`src/rtl/pipeline_hazard_ctrl.sv`:
```
// Stall/flush/run controller for the 5-stage pipeline: load-use bubbles,
// branch squash, memory freeze and run/step/halt debug sequencing with HALT drain.
//
// state | meaning
// RUN   | free running
// HALT  | pipeline stopped, all registers hold
// STEP  | one advancing cycle, then back to HALT
// DRAIN | HALT instruction retiring, only bubbles enter behind it
module pipeline_hazard_ctrl #(
  parameter bit START_RUN    = 1'b1,
  parameter int DRAIN_CYCLES = 3
) (
  input  logic        clk,
  input  logic        reset,
  input  logic [4:0]  rs_ID,
  input  logic [4:0]  rt_ID,
  input  logic        uses_rt_ID,
  input  logic [4:0]  rt_EX,
  input  logic        mem_read_EX_ctrl,
  input  logic        branch_taken_EX,
  input  logic        halt_ID,
  input  logic        mem_busy,
  input  logic        dbg_run,
  input  logic        dbg_step,
  input  logic        dbg_halt,
  output logic        pc_en,
  output logic        if_id_en,
  output logic        pipe_en,
  output logic        if_id_flush,
  output logic        id_ex_flush,
  output logic        halted,
  output logic [15:0] stall_count
);

  typedef enum logic [1:0] {
    RUN   = 2'd0,
    HALT  = 2'd1,
    STEP  = 2'd2,
    DRAIN = 2'd3
  } state_t;

  state_t     state;
  logic [1:0] drain_cnt;
  logic       adv;
  logic       lu;
  logic       halt_go;
  logic       stall_cnt_inc;

  assign adv = (state != HALT) && !mem_busy;
  assign lu  = mem_read_EX_ctrl && (rt_EX != 5'd0) &&
               ((rt_EX == rs_ID) || (uses_rt_ID && (rt_EX == rt_ID)));
  // A HALT only counts once it actually leaves ID this cycle.
  assign halt_go       = adv && halt_ID && !branch_taken_EX && !lu;
  assign stall_cnt_inc = adv && !branch_taken_EX && lu;

  always_comb begin
    pc_en       = 1'b0;
    if_id_en    = 1'b0;
    pipe_en     = 1'b0;
    if_id_flush = 1'b0;
    id_ex_flush = 1'b0;
    if (!reset) begin
      if_id_flush = 1'b1;
      id_ex_flush = 1'b1;
    end else if (adv) begin
      if (branch_taken_EX) begin
        pc_en       = 1'b1;
        if_id_en    = 1'b1;
        pipe_en     = 1'b1;
        if_id_flush = 1'b1;
        id_ex_flush = 1'b1;
      end else if (lu) begin
        pipe_en     = 1'b1;
        id_ex_flush = 1'b1;
      end else begin
        pc_en    = 1'b1;
        if_id_en = 1'b1;
        pipe_en  = 1'b1;
      end
      if (state == DRAIN) begin
        pc_en       = 1'b0;
        if_id_flush = 1'b1;
      end
    end
  end

  always_ff @(posedge clk) begin
    if (!reset) begin
      state       <= START_RUN ? RUN : HALT;
      halted      <= !START_RUN;
      drain_cnt   <= 2'd0;
      stall_count <= 16'd0;
    end else begin
      if (stall_cnt_inc && (stall_count != 16'hFFFF))
        stall_count <= stall_count + 16'd1;
      case (state)
        RUN: begin
          if (dbg_halt) begin
            state  <= HALT;
            halted <= 1'b1;
          end else if (halt_go) begin
            state     <= DRAIN;
            drain_cnt <= 2'(DRAIN_CYCLES);
          end
        end
        HALT: begin
          if (dbg_halt) begin
            state <= HALT;
          end else if (dbg_step) begin
            state  <= STEP;
            halted <= 1'b0;
          end else if (dbg_run) begin
            state  <= RUN;
            halted <= 1'b0;
          end
        end
        STEP: begin
          if (dbg_halt) begin
            state  <= HALT;
            halted <= 1'b1;
          end else if (halt_go) begin
            state     <= DRAIN;
            drain_cnt <= 2'(DRAIN_CYCLES);
          end else if (adv) begin
            state  <= HALT;
            halted <= 1'b1;
          end
        end
        DRAIN: begin
          if (dbg_halt) begin
            state     <= HALT;
            halted    <= 1'b1;
            drain_cnt <= 2'd0;
          end else if (adv) begin
            drain_cnt <= drain_cnt - 2'd1;
            if (drain_cnt == 2'd1) begin
              state  <= HALT;
              halted <= 1'b1;
            end
          end
        end
        default: begin
          state  <= HALT;
          halted <= 1'b1;
        end
      endcase
    end
  end

endmodule

```
`config.mk`:
```
export PLATFORM = sky130hd
export DESIGN_NAME = pipeline_hazard_ctrl
export DESIGN_NICKNAME = d
export VERILOG_FILES = /design/src/rtl/pipeline_hazard_ctrl.sv
export SDC_FILE = /design/constraint.sdc
export NUM_CORES = 1
export LEC_CHECK = 0
export CAP_MARGIN = 40
export CORE_UTILIZATION = 48
export CTS_CLUSTER_SIZE = 16
export DETAILED_ROUTE_END_ITERATION = 16
export PLACE_DENSITY = 0.82
export SETUP_SLACK_MARGIN = 0.5
export SYNTH_ARGS = -nofsm -noshare
export SYNTH_HDL_FRONTEND = slang
export SYNTH_SLANG_ARGS = --single-unit
```
`constraint.sdc`:
```
create_clock -name clk -period 5.33 [get_ports clk]
set_input_delay 1.066 -clock clk [delete_from_list [all_inputs] [get_ports clk]]
set_output_delay 1.066 -clock clk [all_outputs]
set_load 0.02 [all_outputs]
```
==> results of run 1 <==
-- critical path, stage by stage --
cell	delay, ns
clkdlybuf4s50_1	0.48
or4_1	0.53
o21a_1	0.25
nand2_1	0.16
o21a_1	0.15
a21boi_0	0.19
clkdlybuf4s50_1	0.64
-- layout make-up --
cell class / count / area (um2)
Clock buffer: 4 / 26.28
Sequential cell: 21 / 420.4
Fill cell: 214 / 714.4
Multi-Input combinational cell: 125 / 810.8
Timing Repair Buffer: 47 / 467.9
Tap cell: 30 / 37.54
Inverter: 12 / 45.04
-- sequential cells by signal (all words and copies together) (netlist names) --
register     count
drain_cnt        2
halted           1
stall_count     16
state            2
-- per-layer routing --
layer	global-route usage, %	vias up	part of all wire, %
met5	0	-	0
met4	9.829	0	1.2
met3	3.955	4	4.9
met2	41.36	46	50
met1	29.34	640	44
li1	-	702	-
-- report_power, final --
group / leakage, nW / internal, mW / switching (mW)
clock network: 0.0150 / 0.0292 / 0.0477
registers: 0.170 / 0.160 / 0.00434
logic: 0.423 / 0.0367 / 0.0331
total: 0.608 / 0.226 / 0.0851
-- metrics by stage --
step                      cell area (um2)  setup WS, ns  hold WS, ns  power [mW]  instances
final                                1808        0.7978       0.4878      0.3111        239
after detailed placement             1782        0.7747       0.4790      0.2377        235
after floorplan                      1304         1.524       0.4519      0.2022        163
after global routing                 1808        0.6530       0.5091      0.3243        239
after CTS                            1808        0.7748       0.4959      0.3144        239
after global placement               1782        0.8800       0.4483      0.2351        235
-- cell families after synthesis --
kind of cell,count (synthesis)
xor+xnor,11
compound gates,45
fa+ha+maj,2
mux,3
buf+inv,17
simple gates,64
flops,21
-- Yosys cell counts (2+ instances only) --
library cell  instances  area share [%]
a21oi_1              14             5.4
a31oi_1               3             1.4
and3_1                3             1.4
buf_4                 2             1.2
clkbuf_1              2            0.58
dfxtp_1              21              32
ha_1                  2             1.9
inv_1                11             3.2
mux2i_1               3             2.3
nand2_1              15             4.3
nand3_1              10             3.8
nand4_1               3             1.4
nor2_1                8             2.3
nor2b_1               2            0.96
nor3_1                2            0.77
nor4_1                3             1.4
o211ai_1              5             2.9
o21a_1                2             1.2
o21ai_0               8             3.1
o31ai_1               6             3.5
or3_1                 4             1.9
or4_1                 9             5.2
xnor2_1              10             6.7
-- final timing paths --
check / start / depth (start not counted) / slack (ns) / endpoint
max: rt_EX[2] / 7 / 0.80 / pc_en
min: halted / 2 / 0.49 / halted
max reg2reg: state[1] / 5 / 3.28 / stall_count[11]
min reg2reg: halted / 2 / 0.49 / halted
==> results by group, run 1 <==
Outcome
  • Status: finished clean

Finish
  • Most frequent cells in the layout: clkdlybuf4s50_1, dfxtp_1, nand2_1
  • Proportion of layout cells with a drive suffix above 1: between 3 and 4%
  • Util after Layout: 71.68%
  • Layout Nets: around 240
  • Most common cell after layout, fill and taps aside: clkdlybuf4s50_1
  • Syn-to-layout area delta: 38.68%
  • Ant. Diodes: 0

Floorplan
  • Top Ports: 47
  • Core ar.: around 0.0025 mm2
  • Die X-Extent: 54.12 um
  • Standard-cell rows: 18
  • Die footprint: around 0.003 mm2
  • Die height: 54.12 um
  • Initial Utilization: 51.69%

Synth
  • Post-synthesis compound-gate area fraction: approximately a quarter
  • Sequential area share after synthesis: around 32%
  • Mux share of post-synthesis cell area: ~2.3%
  • Adder-cell share of the synthesized area: 1.919%
  • Seq cells post-synth: 21
  • Post-synth EDFFs: 0
  • Post-Syn Instances: ~160
  • Syn. warnings: 0
  • Ys async rst share: 0%
  • Synth Area per Inst: around 8.0 um2
  • Netlist cell types: 38
  • Net count after synthesis: 190
  • Largest family of logic cells by synthesized area: simple AND/OR/NAND/NOR gates
  • Synth Area in Simple Gates: between 20% and 30%
  • Synthesized area: 0.001304 mm2
  • Synth Area in XOR/XNOR: 7.390%
  • Main synth FF type: dfxtp_1

Timing
  • Setup violators final: 0
  • Slew Viols, Final: 0
  • Layout Skew: 0.009542 ns
  • Measured slew at the worst slew-check pin: roughly 0.50 ns
  • Relative max-transition margin: 66.65%
  • Hold Vio Cnt, Final: 0
  • Setup TNS: 0 ns
  • Highest clock rate: about 220 MHz
  • Period utilization: 85.03%
  • Minimum clock period: around 4.5 ns
  • RSZ-0062 raised after global routing: no

Global route
  • Largest net degree at the start of global routing: 20
  • GRT Util Overall: 24.02%
  • First-pass GRT wire length: 5126 um
  • Vias in the first global route: 1,231
  • Global route total overflow: 0
  • Initial antenna violation count: 0

Clock tree
  • Resize count post-CTS: 0
  • CTS Sinks: 21
  • Clk_lat worst skew: around 0.3 ns
  • Clk root buf: clkbuf_4
  • Total CTS buffers: 3
  • CTS Buffer Depth: 2
  • Post-CTS Setup Bufs: 0
  • H-Tree Depth: 1
  • Post-CTS Hold Fix Bufs: 0
  • Clk slew on worst S/H paths: about 0.11 ns
  • CTS tree: done

Power
  • Leakage: 0.6075 nW
  • VDD IR-drop max: ~130 uV
  • Pwr dens: roughly 170 mW/mm2

Routing
  • Routed len/inst: 13.71 um
  • Final wirelength: approximately 3300 um
  • DRC: 0
  • Number of vias per cell: a little under 6
  • Via count: approximately 1,400
  • Drt first pass iters: 4
  • Initial DRC count: 32
  • Routed Antenna Nets: 0

Setup path
  • Worst endpoint required time: 4.26 ns
  • CP Max Fanout: 5
  • CP Class: input pin to output port
  • Crit path DAT: 3.47 ns
  • CP endpoint kind: output port
  • Startpoint types: input pin

Place
  • Final Wtd Congestion: about 0.86
  • DP HPWL: between 2000 and 3000 um
  • Buffers on Ports: 46

Hold path
  • Type of the most critical hold path: flip-flop to flip-flop

Flow run
  • MaxCap Viol Count: 0
(Power assumes the default switching activity.)
==> run 2: changes to the inputs <==
- PLACE_DENSITY: 0.82 -> 0.85
==> results by group, run 2 (synthesis gave the netlist of run 1 again) <==
Setup path
  • Slowest stage delay, CP: 0.63 ns (about the same)
  • Crit path DAT: 3.45 ns (-0.02 ns)
  • CP Class: input pin to output port
  • Worst Path Buf+Inv: 2 (unchanged)
  • Top delay family on crit path: buffers and inverters
  • Worst r2r src: state[1]
  • Startpoint types: input pin
  • Worst-path cell chain: clkdlybuf4s50_1, or4_1, o21a_1, nand2_1, o21a_1, a21boi_0, clkdlybuf4s50_1
  • Crit-path slowest cell: clkdlybuf4s50_1
  • Start point of the critical path: rt_EX[2]
  • CP endpoint kind: output port
  • CP Max Fanout: 5 (unchanged)
  • Worst endpoint required time: 4.26 ns (about the same)

Routing
  • Top Metal Used: met4
  • M1 WL: 1447 um (+0.63%)
  • Via count: 1,407 (+1.1%)
  • Met3 routed wirelength: 169 um (+5.6%)
  • Routed Antenna Nets: 0 (unchanged)
  • Initial DRC count: 42 (+31%)
  • Drt first pass iters: 4 (unchanged)
  • Number of vias per cell: 5.887 (+1.1%)
  • Routed len/inst: 14.34 um (+4.6%)
  • Met2 Wirelength: 1767 um (+7.9%)
  • Final wirelength: 3427 um (+4.6%)
  • DRC: 0 (unchanged)

Hold path
  • Type of the most critical hold path: flip-flop to flip-flop
  • Hold Startpoint: halted

Global route
  • Global route total overflow: 0 (unchanged)
  • GRT Util Overall: 26.70% (+2.7 points)
  • First-pass GRT wire length: 5699 um (+11%)
  • Vias in the first global route: 1,375 (+12%)
  • Largest net degree at the start of global routing: 20 (unchanged)
  • Initial antenna violation count: 0 (unchanged)

Power
  • Fraction of power spent switching nets: 27.17% (-0.19 points)
  • Comb pwr share: 22.5% (about the same)
  • Pwr dens: 171.6 mW/mm2 (-0.28%)
  • Switching Power: 84.29 uW (-0.98%)
  • VDD IR-drop max: 146.8 uV (+17%)
  • Internal: 225.9 uW (about the same)
  • Leakage: 0.6075 nW (unchanged)
  • Flop pwr share: 53.0% (about the same)
  • Clock share of power: 24.5% (-0.2 points)

Floorplan
  • Die height: 54.12 um (unchanged)
  • Die footprint: 0.002928 mm2 (unchanged)
  • Top Ports: 47 (unchanged)
  • Core ar.: 0.002522 mm2 (unchanged)
  • Die X-Extent: 54.12 um (unchanged)
  • Standard-cell rows: 18 (unchanged)
  • Initial Utilization: 51.69% (unchanged)

Timing
  • RSZ-0062 raised after global routing: no
  • Layout Skew: 0.001763 ns (-0.007779 ns)
  • Setup TNS: 0 ns (unchanged)
  • Measured slew at the worst slew-check pin: 0.5402 ns (+0.04010 ns)
  • Minimum clock period: 4.519 ns (-0.01325 ns)
  • Highest clock rate: 221.3 MHz (+0.29%)
  • Relative max-transition margin: 63.97% (-2.7 points)
  • Setup violators final: 0 (unchanged)
  • Period utilization: 84.78% (-0.25 points)
  • Hold Vio Cnt, Final: 0 (unchanged)
  • Slew Viols, Final: 0 (unchanged)

Finish
  • Ant. Diodes: 0 (unchanged)
  • Largest regs: stall_count (16), drain_cnt (2), state (2)
  • Largest register FFs: 16 (unchanged)
  • Syn-to-layout area delta: 38.68% (unchanged)
  • Biggest register: stall_count
  • Final Non-Filler Cells: 239 (unchanged)
  • Most frequent cells in the layout: clkdlybuf4s50_1, dfxtp_1, nand2_1
  • Proportion of layout cells with a drive suffix above 1: 3.828% (unchanged)
  • Layout Nets: 237 (unchanged)
  • Most common cell after layout, fill and taps aside: clkdlybuf4s50_1

Clock tree
  • Resize count post-CTS: 0 (unchanged)
  • Clk slew on worst S/H paths: 0.11 ns (about the same)
  • Total CTS buffers: 3 (unchanged)
  • CTS tree: done
  • Clk root buf: clkbuf_4
  • CTS Sinks: 21 (unchanged)
  • Post-CTS Setup Bufs: 0 (unchanged)
  • Post-CTS Hold Fix Bufs: 0 (unchanged)
  • Clk_lat worst skew: 0.30 ns (about the same)
  • CTS Buffer Depth: 2 (unchanged)
  • H-Tree Depth: 1 (unchanged)

Place
  • Buffers on Ports: 46 (unchanged)
  • DP HPWL: 2677 um (+3.7%)
  • Final Wtd Congestion: 0.7918 (-8.1%)
  • Placed Cells: 235 (unchanged)

Flow run
  • MaxCap Viol Count: 0 (unchanged)

Outcome
  • Status: finished clean
-- run 2: cell type report --
cell class	instances	area, um2
repair buffers	47	467.9
clock buffers	4	26.28
well taps	30	37.54
flip-flops and latches	21	420.4
multi-input cells	125	810.8
fillers	231	714.4
inverters	12	45.04
-- run 2: power by group through the flow --
stage	sequential, mW	clock, mW	combinational [mW]
final	0.164	0.0761	0.0698
after floorplan	0.166	0	0.0362
after CTS	0.164	0.0781	0.0702
after detailed placement	0.168	0	0.0698
after global routing	0.165	0.0840	0.0764
after global placement	0.168	0	0.0674
-- run 2: per-stage QoR --
stage / power [mW] / setup slack, ns / area, um2 / util, % / hold WS (ns)
floorplan: 0.2022 / 1.524 / 1304 / - / 0.4519
global placement: 0.2350 / 0.8637 / 1782 / 70.63 / 0.4471
detailed placement: 0.2376 / 0.8358 / 1782 / 70.63 / 0.4570
CTS: 0.3125 / 0.8168 / 1808 / 71.68 / 0.4768
global route: 0.3255 / 0.7003 / 1808 / 71.68 / 0.4948
finish: 0.3102 / 0.8111 / 1808 / 71.68 / 0.4742
-- run 2: path summary, 6_finish.rpt --
path                            cells past startpoint              to  slack (ns)
worst max register to register                      5  stall_count[7]        3.24
worst max-delay path                                7           pc_en        0.81
worst min-delay path                                2          halted        0.47
worst min register to register                      2          halted        0.47
-- run 2: layer usage --
layer  GRT usage [%]  vias up
met4           11.54        0
met3           5.650        4
met2           48.77       54
li1                -      698
met1           29.31      651
met5               0        -
-- run 2: worst min-delay path: cells and delay by family (launching register included) --
| family | cells | cell delay (ns) |
|---|---|---|
| compound gates | 1 | 0.06 |
| buf+inv | 1 | 0.05 |
| flops | 1 | 0.33 |
